===== src/rtl/wb_merge_arbiter.sv =====
// Write-back merger for the single GRF write port: the in-order pipeline write wins,
// side-channel producers queue in a shared FIFO that drains on idle write cycles.
module wb_merge_arbiter #(
    parameter int DATA_W = 32,
    parameter int ADDR_W = 5,
    parameter int NCH    = 2,
    parameter int DEPTH  = 4
) (
    input  logic                     clk,
    input  logic                     reset,
    input  logic                     pipe_we,
    input  logic [ADDR_W-1:0]        pipe_a3,
    input  logic [DATA_W-1:0]        pipe_wd,
    input  logic [NCH-1:0]           ch_valid,
    input  logic [NCH*ADDR_W-1:0]    ch_a3,
    input  logic [NCH*DATA_W-1:0]    ch_wd,
    output logic [NCH-1:0]           ch_ready,
    output logic                     grf_we,
    output logic [ADDR_W-1:0]        grf_a3,
    output logic [DATA_W-1:0]        grf_wd,
    output logic                     grf_src,
    input  logic [ADDR_W-1:0]        q_rs,
    input  logic [ADDR_W-1:0]        q_rt,
    output logic                     q_rs_busy,
    output logic                     q_rt_busy,
    output logic [$clog2(DEPTH):0]   fifo_count
);

    localparam int PTR_W = $clog2(DEPTH);
    localparam int CNT_W = PTR_W + 1;
    localparam int RR_W  = (NCH > 1) ? $clog2(NCH) : 1;

    logic [ADDR_W-1:0] mem_a3 [DEPTH];
    logic [DATA_W-1:0] mem_wd [DEPTH];

    logic [PTR_W-1:0]  rd_ptr;
    logic [PTR_W-1:0]  wr_ptr;
    logic [CNT_W-1:0]  count;
    logic [RR_W-1:0]   rr;

    logic              grant_hit;
    logic [RR_W-1:0]   grant_idx;
    logic              full;
    logic              accept;
    logic              push;
    logic              pipe_hit;
    logic              pop;
    logic [ADDR_W-1:0] sel_a3;
    logic [DATA_W-1:0] sel_wd;

    // Round-robin search: first valid channel at or after rr.
    always_comb begin : grant_search
        int idx;
        idx       = 0;
        grant_hit = 1'b0;
        grant_idx = '0;
        for (int k = 0; k < NCH; k++) begin
            idx = int'(rr) + k;
            if (idx >= NCH) begin
                idx = idx - NCH;
            end
            if (!grant_hit && ch_valid[idx]) begin
                grant_hit = 1'b1;
                grant_idx = RR_W'(idx);
            end
        end
    end

    assign full = (count == CNT_W'(DEPTH));

    // Ready is gated by reset so it drops the moment reset asserts.
    always_comb begin
        ch_ready = '0;
        if (reset && grant_hit && !full) begin
            ch_ready[grant_idx] = 1'b1;
        end
    end

    assign accept = |ch_ready;
    assign sel_a3 = ch_a3[int'(grant_idx)*ADDR_W +: ADDR_W];
    assign sel_wd = ch_wd[int'(grant_idx)*DATA_W +: DATA_W];
    // Writes to $0 are accepted but never stored.
    assign push   = accept && (sel_a3 != '0);

    assign pipe_hit = pipe_we && (pipe_a3 != '0);
    assign pop      = !pipe_hit && (count != '0);

    always_comb begin
        grf_we  = 1'b0;
        grf_a3  = '0;
        grf_wd  = '0;
        grf_src = 1'b0;
        if (pipe_hit) begin
            grf_we = 1'b1;
            grf_a3 = pipe_a3;
            grf_wd = pipe_wd;
        end else if (pop) begin
            grf_we  = 1'b1;
            grf_a3  = mem_a3[rd_ptr];
            grf_wd  = mem_wd[rd_ptr];
            grf_src = 1'b1;
        end
    end

    // An entry is occupied when its distance from the head is below the count.
    always_comb begin : busy_scan
        logic [PTR_W-1:0] offset;
        logic             occupied;
        offset    = '0;
        occupied  = 1'b0;
        q_rs_busy = 1'b0;
        q_rt_busy = 1'b0;
        for (int i = 0; i < DEPTH; i++) begin
            offset   = PTR_W'(i) - rd_ptr;
            occupied = ({1'b0, offset} < count);
            if (occupied && (q_rs != '0) && (mem_a3[i] == q_rs)) begin
                q_rs_busy = 1'b1;
            end
            if (occupied && (q_rt != '0) && (mem_a3[i] == q_rt)) begin
                q_rt_busy = 1'b1;
            end
        end
    end

    always_ff @(posedge clk or negedge reset) begin
        if (!reset) begin
            rd_ptr <= '0;
            wr_ptr <= '0;
            count  <= '0;
            rr     <= '0;
        end else begin
            if (push) begin
                wr_ptr <= wr_ptr + 1'b1;
            end
            if (pop) begin
                rd_ptr <= rd_ptr + 1'b1;
            end
            if (push && !pop) begin
                count <= count + 1'b1;
            end else if (pop && !push) begin
                count <= count - 1'b1;
            end
            if (accept) begin
                rr <= (grant_idx == RR_W'(NCH - 1)) ? '0 : grant_idx + 1'b1;
            end
        end
    end

    // Payload storage needs no reset; occupancy is tracked by the pointers and count.
    always_ff @(posedge clk) begin
        if (push) begin
            mem_a3[wr_ptr] <= sel_a3;
            mem_wd[wr_ptr] <= sel_wd;
        end
    end

    assign fifo_count = count;

endmodule

===== config.mk =====
export PLATFORM = sky130hd
export DESIGN_NAME = wb_merge_arbiter
export DESIGN_NICKNAME = d
export VERILOG_FILES = /design/src/rtl/wb_merge_arbiter.sv
export SDC_FILE = /design/constraint.sdc
export NUM_CORES = 1
export LEC_CHECK = 0
export ABC_AREA = 1
export BUFFER_PORTS_ARGS = -buffer_cell sky130_fd_sc_hd__buf_2
export CAP_MARGIN = 10
export CORE_ASPECT_RATIO = 1.1
export CORE_MARGIN = 3
export CORE_UTILIZATION = 49
export DETAILED_ROUTE_END_ITERATION = 8
export GPL_TIMING_DRIVEN = 0
export PLACE_DENSITY_LB_ADDON = 0.25
export REMOVE_ABC_BUFFERS = 1
export SYNTH_ARGS = -nofsm -noshare
export SYNTH_HDL_FRONTEND = slang
export SYNTH_SLANG_ARGS = --single-unit

===== constraint.sdc =====
create_clock -name clk -period 2.7 [get_ports clk]
set_input_delay 0.135 -clock clk [delete_from_list [all_inputs] [get_ports clk]]
set_output_delay 0.135 -clock clk [all_outputs]
set_load 0.05 [all_outputs]

After elaboration in Yosys (flattened, before gate mapping)

Memories as Yosys holds them, arrays and structs flattened.
Cells that the tools add are included.

RAM bits: 148
Bits of input ports: 126
Output and inout bits: 46
Word-level logic and storage cells: 112
Bits in registers: 8
Memories kept: 2

Eq/ne operators: 9
Mux-type cells: 35
Order comparisons: 10
Multiply operators: 1
Shift-type cells: 2
Add/sub/neg operators: 12
Reductions and logical operators: 37

Memory list:

| name   | words | width | read ports | clocked after Yosys merged registers in | wr ports | RTL line | text |
|---|---|---|---|---|---|---|---|
| mem_wd | 4     | 32    | 1          | 0                                       | 1        | 34       | `logic [DATA_W-1:0] mem_wd [DEPTH];` |
| mem_a3 | 4     | 5     | 5          | 0                                       | 1        | 33       | `logic [ADDR_W-1:0] mem_a3 [DEPTH];` |

Operator list:

| cell                | number |
|---|---|
| $mux 32             | 4 |
| $lt 32x3->1 const B | 2 |
| $shiftx 64x7->32    | 1 |
| $eq 5x5->1          | 8 |
| $logic_and 1x1->1   | 25 |
| $mux 1              | 25 |
| $reduce_bool 5->1   | 4 |
| $lt 2x3->1          | 4 |
| $mux 5              | 2 |
| $shiftx 10x5->5     | 1 |
| $mux 3              | 2 |
| $logic_not 1->1     | 5 |
| $add 2x1->2 const B | 2 |
| $mul 1x3->4 const B | 1 |
| $sub 1x2->2 const A | 2 |
| $sub 2x2->2 const A | 2 |
| $add 3x1->3 const B | 1 |
| $eq 3x3->1 const B  | 1 |
| $reduce_bool 3->1   | 1 |
| $sub 1x2->3 const B | 1 |
| $sub 2x2->3 const B | 1 |
| $sub 3x1->3 const B | 1 |
| $add 1x1->2 const B | 1 |
| $ge 1x2->1 const B  | 1 |
| other kinds (8)     | 8 |

Depth between registers and ports, before layout

Gate-level depths: netlist (run 1).

Depth after elaboration: 20
Mapped depth: 15
Mapped depth without buffers: 14

Worst setup path after synthesis (run 1)

Ideal clock, no wire load.

Path type: reg-to-reg
From: register count[0], in the netlist fifo_count[0]
To: memory mem_a3[0][0], enable pin
Library setup time: 0.431 ns
Period minus slack after synthesis: 3.231 ns
Setup slack: -0.531 ns
Stages on the path, launching flop included: 6
Buffers on the path: 0
Data required time: 2.269 ns
Data arrival time: 2.800 ns
Path through: dfrtp_1 nor2_1 nand2_1 o211ai_1 o21bai_4 nor2_1

Longest elaborated chain between the ends: 8

Ends and longest elaborated chain:

| what                         | RTL line | text |
|---|---|---|
| from (decl)                  | 38       | `logic [CNT_W-1:0] count;` |
| from (signal assigned)       | 139      | `count <= count + 1'b1;` |
| from (signal assigned)       | 141      | `count <= count - 1'b1;` |
| $eq 3x3->1                   | 69       | `assign full = (count == CNT_W'(DEPTH));` |
| $logic_not 1->1              | 74       | `if (reset && grant_hit && !full) begin` |
| $logic_and 1x1->1            | 74       |  |
| $mux 2                       | 74       |  |
| $reduce_or 2->1              | 79       | `assign accept = \|ch_ready;` |
| $logic_and 1x1->1            | 83       | `assign push = accept && (sel_a3 != '0);` |
| $mux 1                       | 151      | `if (push) begin` |
| $mux 1 (not written as such) | 152      | `mem_a3[wr_ptr] <= sel_a3;` |
| to (decl)                    | 33       |  |

Every way passes these cells.

Final worst setup path (run 1)

From: register rd_ptr[0]
To: output port q_rs_busy

Longest elaborated chain between the ends: 8
Elaborated cells between the ends (all ways): 20
Those cells by class: add/sub (4); order compare (4); mux (4); reduce/logical (8)

Ends and longest elaborated chain:

| what                           | RTL line | text |
|---|---|---|
| from (decl)                    | 36       | `logic [PTR_W-1:0] rd_ptr;` |
| from (signal assigned)         | 136      | `rd_ptr <= rd_ptr + 1'b1;` |
| $sub 1x2->2                    | 114      | `offset = PTR_W'(i) - rd_ptr;` |
| $lt 2x3->1                     | 115      | `occupied = ({1'b0, offset} < count);` |
| $logic_and 1x1->1 (2 in a row) | 116      | `if (occupied && (q_rs != '0) && (mem_a3[i] == q_rs)) begin` |
| $mux 1 (3 in a row)            | 116      |  |
| $mux 1 *                       | 116      |  |
| to (decl)                      | 24       | `output logic q_rs_busy,` |

Mark *: on every way between the ends. The rest lies on a longest branch, timed or not.

==> impl_metrics.toml, run 1 <==
[hold_path]
min_path_type = "input port to flop"
hp-start = "ch_wd[36]"
hold_path_end = "mem_wd[1][4]"
holdPathStages = 3

[detailed_routing]
drc = 0
vias = 5861
drt_wl_total_mm = 18.8
dr.pass1.iters = 5
drtIter0Drc = 492
wl_per_cell_um = 16.2
avgViaCountPerCell = 5.04
ant_nets = 0

[power_and_ir_drop]
power_leakage_nw = 4.16
clkPwrFrac_pct = 23.7
p_sw_share_pct = 40.8
peakVddDrop_mv = 0.433
internal-power_mw = 5.85
comb_power_share_pct = 42.0
p_per_area_nw_per_um2 = 1030
power_mw = 9.89
p_seq_share_pct = 34.3
p_switching_mw = 4.04

[clock_tree]
cts_buffers = 17
h-tree-depth = 4
clockBufferDepth = 2
clock-root-buffer = "clkbuf_16"
clkTransAtPathRegs_ns = 0.06
tritoncts = "yes"
clock_latency_ns = 0.42
clock_sinks = 156

[floorplan]
die_w_um = 126
io_pins = 172
core_um2 = 15300
die_h_um = 138
start_util_pct = 50.6
num_rows = 47
die_area_um2 = 17300

[yosys]
synth_edf_count = 148
netlist_area_um2 = 7740
ys_types = 33
ys_seq_area_share_pct = 60.0
ys_ff_latch = 156
yosysWarnings = 0
syn_area_per_cell_um2 = 10.0
ys.flop_type = "edfxtp_1"
synth_cells = 773
synthArstFlopShare_pct = 5.13

[global_route]
grt_pass1_vias = 5326
grt_pass1_wl_mm = 27.8
globalRouteOverflowTotal = 0
antenna_found_initial = 0
grt_usage_pct = 21.3
grt_max_degree = 42

[place]
place_ws_ns = -0.565
place_congestion = 0.974
port_buffers = 171
placed_cells = 1108
hpwlAfterDp_mm = 11.7

[timing]
max_freq_ghz = 0.397
worst_slack_ns = 0.180
slew_headroom_pct = 43.1
period_share_pct = 93.3
timing.hold.ws_ns = 0.0468
finalMaxSlewViolations = 0
hold_viol = 0
setup_viol = 0
tightestPinTransition_ns = 0.852
clock_skew_ns = 0.0112
min_period_ns = 2.52

[setup_path]
crit_type = "flop to output pin"
cp_max_fo = 9
cp-start-kind = "flop"
r2r_start = "fifo_count[2]"
worstSetupPathDepth = 10
r2r_end = "fifo_count[2]"
worst_ep_arrival_time_ns = 2.38
crit_path_end_kind = "output pin"
crit_family = "simple AND/OR/NAND/NOR gates"
cp_cell_sequence = "nand2_2 -> nand2_1 -> inv_1 -> ha_1 -> a21oi_1 -> nor2_1 -> nor2_1 -> nand2_1 -> nand4_1 -> buf_2"
ff2ff_path_depth = 9
worstPathBufferInverterCount = 2
critPathSlowestCell = "dfrtp_1"
required_ns = 2.57
regToRegSetupSlack_ns = 0.20
slowest_delay_ns = 0.50

[cells_and_area]
final_util_pct = 62.7
final_common_cell = "nand2_1"
n_fill_cell = 1306
syn2layout_area_growth_pct = 23.8
final_cell_mix = "nand2_1 (310), buf_2 (171), edfxtp_1 (148), inv_1 (48), nor2_1 (44)"
diodes = 0
nNetsFinal = 1090
instances_no_fill = 1163
drive_above_1_share_pct = 27.6

[outcome]
outcome = "complete, no violations"

[flow_run]
max-cap-violations = 0
-- layout make-up --
type | count | area (µm²) | share of cell area, %
well taps | 196 | 245 | 2.56
repair buffers | 194 | 1120 | 11.7
flip-flops and latches | 156 | 4650 | 48.5
clock buffers | 21 | 440 | 4.59
repair inverters | 1 | 7.51 | 0.0783
inverters | 54 | 211 | 2.21
clock inverters | 11 | 140 | 1.46
multi-input cells | 530 | 2770 | 28.9
-- metal layers --
metal  vias to the layer above  global-route usage [%]  wire length (µm)  part of all wire (%)
met4                         0                    9.54               498                   2.6
li1                       2931                       -                 -                     -
met5                         -                       0                 0                     0
met1                      2686                    26.1              7960                    42
met2                       209                    36.4              9210                    49
met3                        35                    4.65              1140                   6.0
-- Yosys cell counts, types with 5 or more instances --
master    instances  area, µm²
buf_2             8       40.0
dfrtp_1           8        200
nor2_1           48        180
ha_1              9        113
inv_1            49        184
a211oi_1         13       97.6
xnor2_1          35        307
a21oi_1           5       25.0
nand2_1         310       1160
nand3_1          38        190
xor2_1            6       52.6
buf_6             9        101
a22oi_2          20        250
clkbuf_1         16       60.1
edfxtp_1        148       4440
o21ai_1          15       75.1
-- worst reg2reg max path: stages (launching register included) --
cell and delay [ns]:
dfrtp_1 0.48, nor3_4 0.38, nor2_4 0.12, clkinv_2 0.26, ha_1 0.21, inv_1 0.07
fa_1 0.39, a21oi_1 0.17, o21ai_0 0.13, xor2_1 0.16
-- sequential cells by signal (all words and copies together) (netlist names) --
signal,flops
mem_a3,20
rr,1
rd_ptr,2
fifo_count,3
wr_ptr,2
mem_wd,128
-- metrics by stage --
stage               instance area, µm²  TNS [ns]
finish                            9590         0
global route                      9590  -0.00427
CTS                               9450         0
detailed placement                8770    -72.89
global placement                  8610   -418.37
floorplan                         7510    -84.69
-- power groups by stage --
stage | Combinational [mW] | Clock (mW) | Sequential (mW)
after global placement | 3.74 | 0 | 3.46
final | 4.16 | 2.34 | 3.39
after detailed placement | 3.92 | 0 | 3.44
after global routing | 4.53 | 2.50 | 3.43
after CTS | 4.02 | 2.38 | 3.41
after floorplan | 2.64 | 0 | 3.48
-- cells by family (layout without fill, tap and decap cells) --
kind of cell | Yosys count | in the layout | share of synthesized area, %
and+or+nand+nor | 411 | 415 | 21.1
DFF | 156 | 156 | 60.0
buffers and inverters | 91 | 281 | 5.61
AOI/OAI and AO/OA | 64 | 64 | 6.92
xor gates and xnor gates | 41 | 41 | 4.64
adders and majority gates | 10 | 10 | 1.71
-- worst max path at each step --
stage                  startpoint            end
finish                  rd_ptr[0]      q_rs_busy
global route            rd_ptr[0]      q_rt_busy
CTS                 fifo_count[2]  fifo_count[2]
detailed placement             rr    ch_ready[0]
global placement               rr   mem_wd[2][4]
floorplan           fifo_count[0]   mem_a3[0][0]
-- timing repair --
item,CTS,global route
setup endpoints to repair,288,25
hold buffers,1,0
gates resized for setup,10,2
cloned,3,2
setup buffers,4,13
endpoints found under the hold margin,8,0
pin swaps,4,3
(Power assumes the default switching activity.)
==> run 2, diff against run 1 <==
- CORE_UTILIZATION: 49 -> 51
- CTS_BUF_LIST: default -> sky130_fd_sc_hd__clkbuf_4 sky130_fd_sc_hd__clkbuf_8
==> run 2 against run 1 <==
- clock power is 28% lower
- total power is 6.5% lower
- count of clock-buffer cells in the layout is 4 lower
- setup slack worse by 0.086 ns
- combinational power hardly changed
- cell area is 0.72% lower
- sequential share of layout area is 0.36 points higher
- highest routed layer unchanged
- die area is 3.7% lower
- routed wire length is 0.65% higher
- final cell count is 0.34% higher
==> impl_metrics.toml, run 2 (synthesized netlist as in run 1, its figures left out) <==
[detailed_routing]
drtIter0Drc = 489
vias = 5850
ant_nets = 0
drc = 0
wl_per_cell_um = 16.2
avgViaCountPerCell = 5.01
dr.pass1.iters = 5
drt_wl_total_mm = 18.9

[global_route]
antenna_found_initial = 0
grt_pass1_vias = 5484
grt_max_degree = 42
globalRouteOverflowTotal = 0
grt_usage_pct = 22.6
grt_pass1_wl_mm = 28.1

[outcome]
outcome = "complete, no violations"

[flow_run]
max-cap-violations = 0

[timing]
setup_viol = 0
hold_viol = 0
finalMaxSlewViolations = 0
min_period_ns = 2.61
slew_headroom_pct = 42.5
max_freq_ghz = 0.384
tightestPinTransition_ns = 0.862
period_share_pct = 96.5
clock_skew_ns = 0.0147

[place]
place_congestion = 0.888
port_buffers = 171
hpwlAfterDp_mm = 12.1
placed_cells = 1106

[cells_and_area]
diodes = 0
instances_no_fill = 1167
final_common_cell = "nand2_1"
largest_reg_flops = 128
regMostFlops = "mem_wd"
syn2layout_area_growth_pct = 22.9
nNetsFinal = 1099
drive_above_1_share_pct = 27.3
final_cell_mix = "nand2_1 (310), buf_2 (171), edfxtp_1 (148), inv_1 (48), nor2_1 (44)"
final_util_pct = 65.1

[floorplan]
die_h_um = 135
core_um2 = 14600
die_w_um = 123
start_util_pct = 53.0
die_area_um2 = 16700
num_rows = 46
io_pins = 172

[clock_tree]
tritoncts = "yes"
h-tree-depth = 4
clockBufferDepth = 2
clock_sinks = 156
clkTransAtPathRegs_ns = 0.09
clock_latency_ns = 0.45
cts_buffers = 17
clock-root-buffer = "clkbuf_8"

[power_and_ir_drop]
p_per_area_nw_per_um2 = 972
peakVddDrop_mv = 0.597
power_leakage_nw = 4.11

[hold_path]
min_path_type = "input port to flop"

[setup_path]
crit_path_end_kind = "output pin"
cp_cell_sequence = "buf_4 -> nor2_4 -> inv_1 -> nand2_1 -> inv_1 -> ha_1 -> a21oi_1 -> nor2_1 -> nor2_1 -> nand2_1 -> nand4_1 -> buf_2"
crit_family = "buffers and inverters"
cp-start-kind = "flop"
crit_type = "flop to output pin"
cp_max_fo = 7
slowest_delay_ns = 0.48
critPathSlowestCell = "dfrtp_2"
required_ns = 2.57
worst_ep_arrival_time_ns = 2.47
worstPathBufferInverterCount = 4
run 2: changes by cell type in the layout (fill, tap and decap cells not counted), sizes merged, moves of 2 or more:
cell | before | now
dlygate4sd3 | 1 | 16
inv | 54 | 60
clkinv | 7 | 5
buf | 193 | 189
clkbuf | 21 | 17
bufinv | 3 | 1
run 2: path summary, 6_finish.rpt:
| check | from | end | slack [ns] | cells after the start |
|---|---|---|---|---|
| worst min-delay path | ch_wd[56] | mem_wd[1][24] | 0.02 | 3 |
| worst max register to register | rr | mem_wd[3][11] | 0.16 | 11 |
| max in group asynchronous | reset | rd_ptr[0] | 2.40 | 2 |
| min in group asynchronous | reset | fifo_count[1] | 0.07 | 2 |
| worst max-delay path | rd_ptr[1] | q_rt_busy | 0.09 | 12 |
| worst min register to register | wr_ptr[1] | wr_ptr[1] | 0.55 | 2 |
run 2: timing repair:
item	4_1_cts	5_1_grt
setup endpoints to repair	283	32
pin swaps	3	3
gates resized for setup	9	3
cloned	2	1
hold buffers	16	0
endpoints found under the hold margin	43	0
setup buffers	3	8
run 2: report_power, final:
group	internal, mW	switching [mW]	total [mW]
sequential	3.16	0.232	3.39
clock	0.762	0.918	1.68
combinational	1.28	2.89	4.18
run 2: metrics by stage:
stage / setup slack, ns / hold slack (ns) / power, mW / cell area [µm²] / TNS [ns]
floorplan: -0.531 / -0.161 / 6.12 / 7510 / -84.69
global placement: -2.33 / -0.00306 / 7.17 / 8610 / -419.01
detailed placement: -0.618 / 0.00333 / 7.40 / 8810 / -70.18
CTS: 0.00195 / 0.000262 / 9.21 / 9430 / 0
global route: -0.0604 / 0.00121 / 9.79 / 9520 / -0.110
finish: 0.0945 / 0.0249 / 9.25 / 9520 / 0
run 2: cell type report:
| type | instances | area (µm²) |
|---|---|---|
| Clock buffer | 17 | 234 |
| Clock inverter | 14 | 149 |
| Fill cell | 1211 | 5100 |
| Inverter | 54 | 215 |
| Multi-Input combinational cell | 529 | 2760 |
| Sequential cell | 156 | 4650 |
| Tap cell | 192 | 240 |
| Timing Repair Buffer | 205 | 1270 |
run 2: routing by layer:
| metal | wire, µm | track usage, % |
|---|---|---|
| met1 | 7790 | 29.3 |
| met2 | 9640 | 38.9 |
| met3 | 1180 | 4.22 |
| met4 | 317 | 6.15 |
| met5 | 0 | 0 |
run 2: worst reg2reg max path, delay by kind of cell, from the launching register on:
| family | cells | cell delay, ns |
|---|---|---|
| AND/OR/NAND/NOR | 6 | 1.15 |
| AO/OA/AOI/OAI | 1 | 0.09 |
| buffers and inverters | 4 | 0.64 |
| flip-flops | 1 | 0.34 |
==> run 3, diff against run 2 <==
- CORE_UTILIZATION: 51 -> 56
- SLEW_MARGIN: default -> 20
- clock period: 2.7 -> 2.4 ns (I/O delays scaled with it)
==> run 3 against run 2 <==
- non-clock buffer count shrank 1
- sequential power grew 13%
- total power grew 13%
- clock skew shrank 0.0089 ns
- cell area grew 0.18%
- register-to-register slack lost 0.06 ns
- global-route usage grew 1.8 points
- setup slack gained 0.0041 ns
- count of clock-buffer cells in the layout is the same
- worst hold slack lost 0.0059 ns
- final cell count shrank 0.77%
- sequential share of layout area shrank 0.050 points
- critical path type is now flop to flop
- highest routed layer unchanged
==> impl_metrics.toml, run 3 (synthesized netlist as in run 1, its figures left out) <==
[outcome]
outcome = "complete, no violations"

[global_route]
grt_max_degree = 36
antenna_found_initial = 0
grt_pass1_wl_mm = 28.4
globalRouteOverflowTotal = 0
grt_pass1_vias = 5700
grt_usage_pct = 24.4

[setup_path]
cp_max_fo = 8
r2r_start = "rr"
ff2ff_path_depth = 13
r2r_end = "fifo_count[1]"
crit_type = "flop to flop"
regToRegSetupSlack_ns = 0.1
cp-start-kind = "flop"
crit_path_end_kind = "flop"
worst_ep_arrival_time_ns = 2.61
critPathLaunch = "rr"
required_ns = 2.71

[clock_tree]
h-tree-depth = 4
tritoncts = "yes"
clock-root-buffer = "clkbuf_8"
cts_buffers = 17
clockBufferDepth = 2
clock_sinks = 156
clock_latency_ns = 0.43
clkTransAtPathRegs_ns = 0.08

[cells_and_area]
diodes = 0
largest_reg_flops = 128
final_util_pct = 71.3
regMostFlops = "mem_wd"
nNetsFinal = 1097
syn2layout_area_growth_pct = 23.1
instances_no_fill = 1158
final_common_cell = "nand2_1"
final_cell_mix = "nand2_1 (309), buf_2 (169), edfxtp_1 (148), inv_1 (48), nor2_1 (43)"
n_fill_cell = 1052
final_area_um2 = 9530
drive_above_1_share_pct = 28.7

[detailed_routing]
dr.pass1.iters = 7
drc = 0
avgViaCountPerCell = 5.18
wl_per_cell_um = 15.9
drtIter0Drc = 335
vias = 6000
ant_nets = 0
drt_wl_total_mm = 18.4

[hold_path]
hold_path_end = "mem_wd[3][13]"
holdPathStages = 3
hp-start = "ch_wd[45]"
min_path_type = "input port to flop"

[place]
place_congestion = 0.844
placed_area_um2 = 8800
port_buffers = 171
hpwlAfterDp_mm = 11.7
placed_cells = 1098

[timing]
rsz0062_at_grt = "true"
hold_viol = 0
period_share_pct = 95.9
min_period_ns = 2.30
max_freq_ghz = 0.435
clock_skew_ns = 0.00585
tightestPinTransition_ns = 0.735
slew_headroom_pct = 50.9
setup_viol = 0
finalMaxSlewViolations = 0

[floorplan]
start_util_pct = 57.9
core_um2 = 13400
die_area_um2 = 15300
die_h_um = 129
io_pins = 172
die_w_um = 118
num_rows = 44

[power_and_ir_drop]
p_per_area_nw_per_um2 = 1090
peakVddDrop_mv = 0.607
power_leakage_nw = 4.12

[flow_run]
max-cap-violations = 0
==> run 3: power by group <==
part	internal, mW	switching (mW)
combinational	1.50	3.28
sequential	3.56	0.258
clock	0.836	0.982
total	5.89	4.52
==> run 3: worst max path at each step <==
stage / to / slack, ns / cells past startpoint
floorplan: mem_a3[0][0] / -0.83 / 5
global placement: mem_wd[0][24] / -2.54 / 8
detailed placement: ch_ready[0] / -0.84 / 6
CTS: fifo_count[2] / 0.01 / 10
global route: fifo_count[2] / -0.03 / 10
finish: fifo_count[1] / 0.1 / 13
==> run 3: repair_timing <==
action | CTS | global route
gates resized for setup | 13 | 12
hold buffers | 6 | 0
endpoints found under the hold margin | 24 | 0
pin swaps | 7 | 7
setup buffers | 13 | 7
setup endpoints to repair | 324 | 54
cloned | 2 | 0
==> run 3: cell type report <==
class	count	area (µm²)	share of cell area (%)
flip-flops and latches	156	4650	48.8
clock inverters	15	141	1.48
well taps	184	230	2.41
inverters	54	220	2.31
repair buffers	204	1270	13.4
multi-input cells	528	2780	29.2
clock buffers	17	234	2.45
==> run 3: metal layers <==
layer | track usage (%) | part of all wire (%)
met3 | 4.19 | 7.1
met4 | 10.5 | 2.3
met2 | 43.1 | 51
met5 | 0 | 0
met1 | 29.8 | 40
==> run 3: worst max-delay path, stage by stage, from the launching register on <==
cell and delay [ns]:
dfrtp_1 0.36, inv_1 0.10, nand2_4 0.14, nand2_8 0.14, nand2_1 0.06, nand2_1 0.10, nand3_1 0.13, o21bai_4 0.20
inv_1 0.08, ha_1 0.18, inv_1 0.09, fa_1 0.42, nor2_1 0.11, a21oi_1 0.05
==> run 3: metrics by stage <==
step	hold slack (ns)	TNS (ns)	power (mW)	setup WS [ns]
after global placement	-0.0182	-500.89	8.06	-2.54
after detailed placement	-0.0157	-148.36	8.30	-0.839
after floorplan	-0.176	-136.88	6.88	-0.831
after CTS	0.000316	0	10.3	0.0138
after global routing	0.000105	-0.0657	11.0	-0.0305
final	0.0191	0	10.4	0.0986
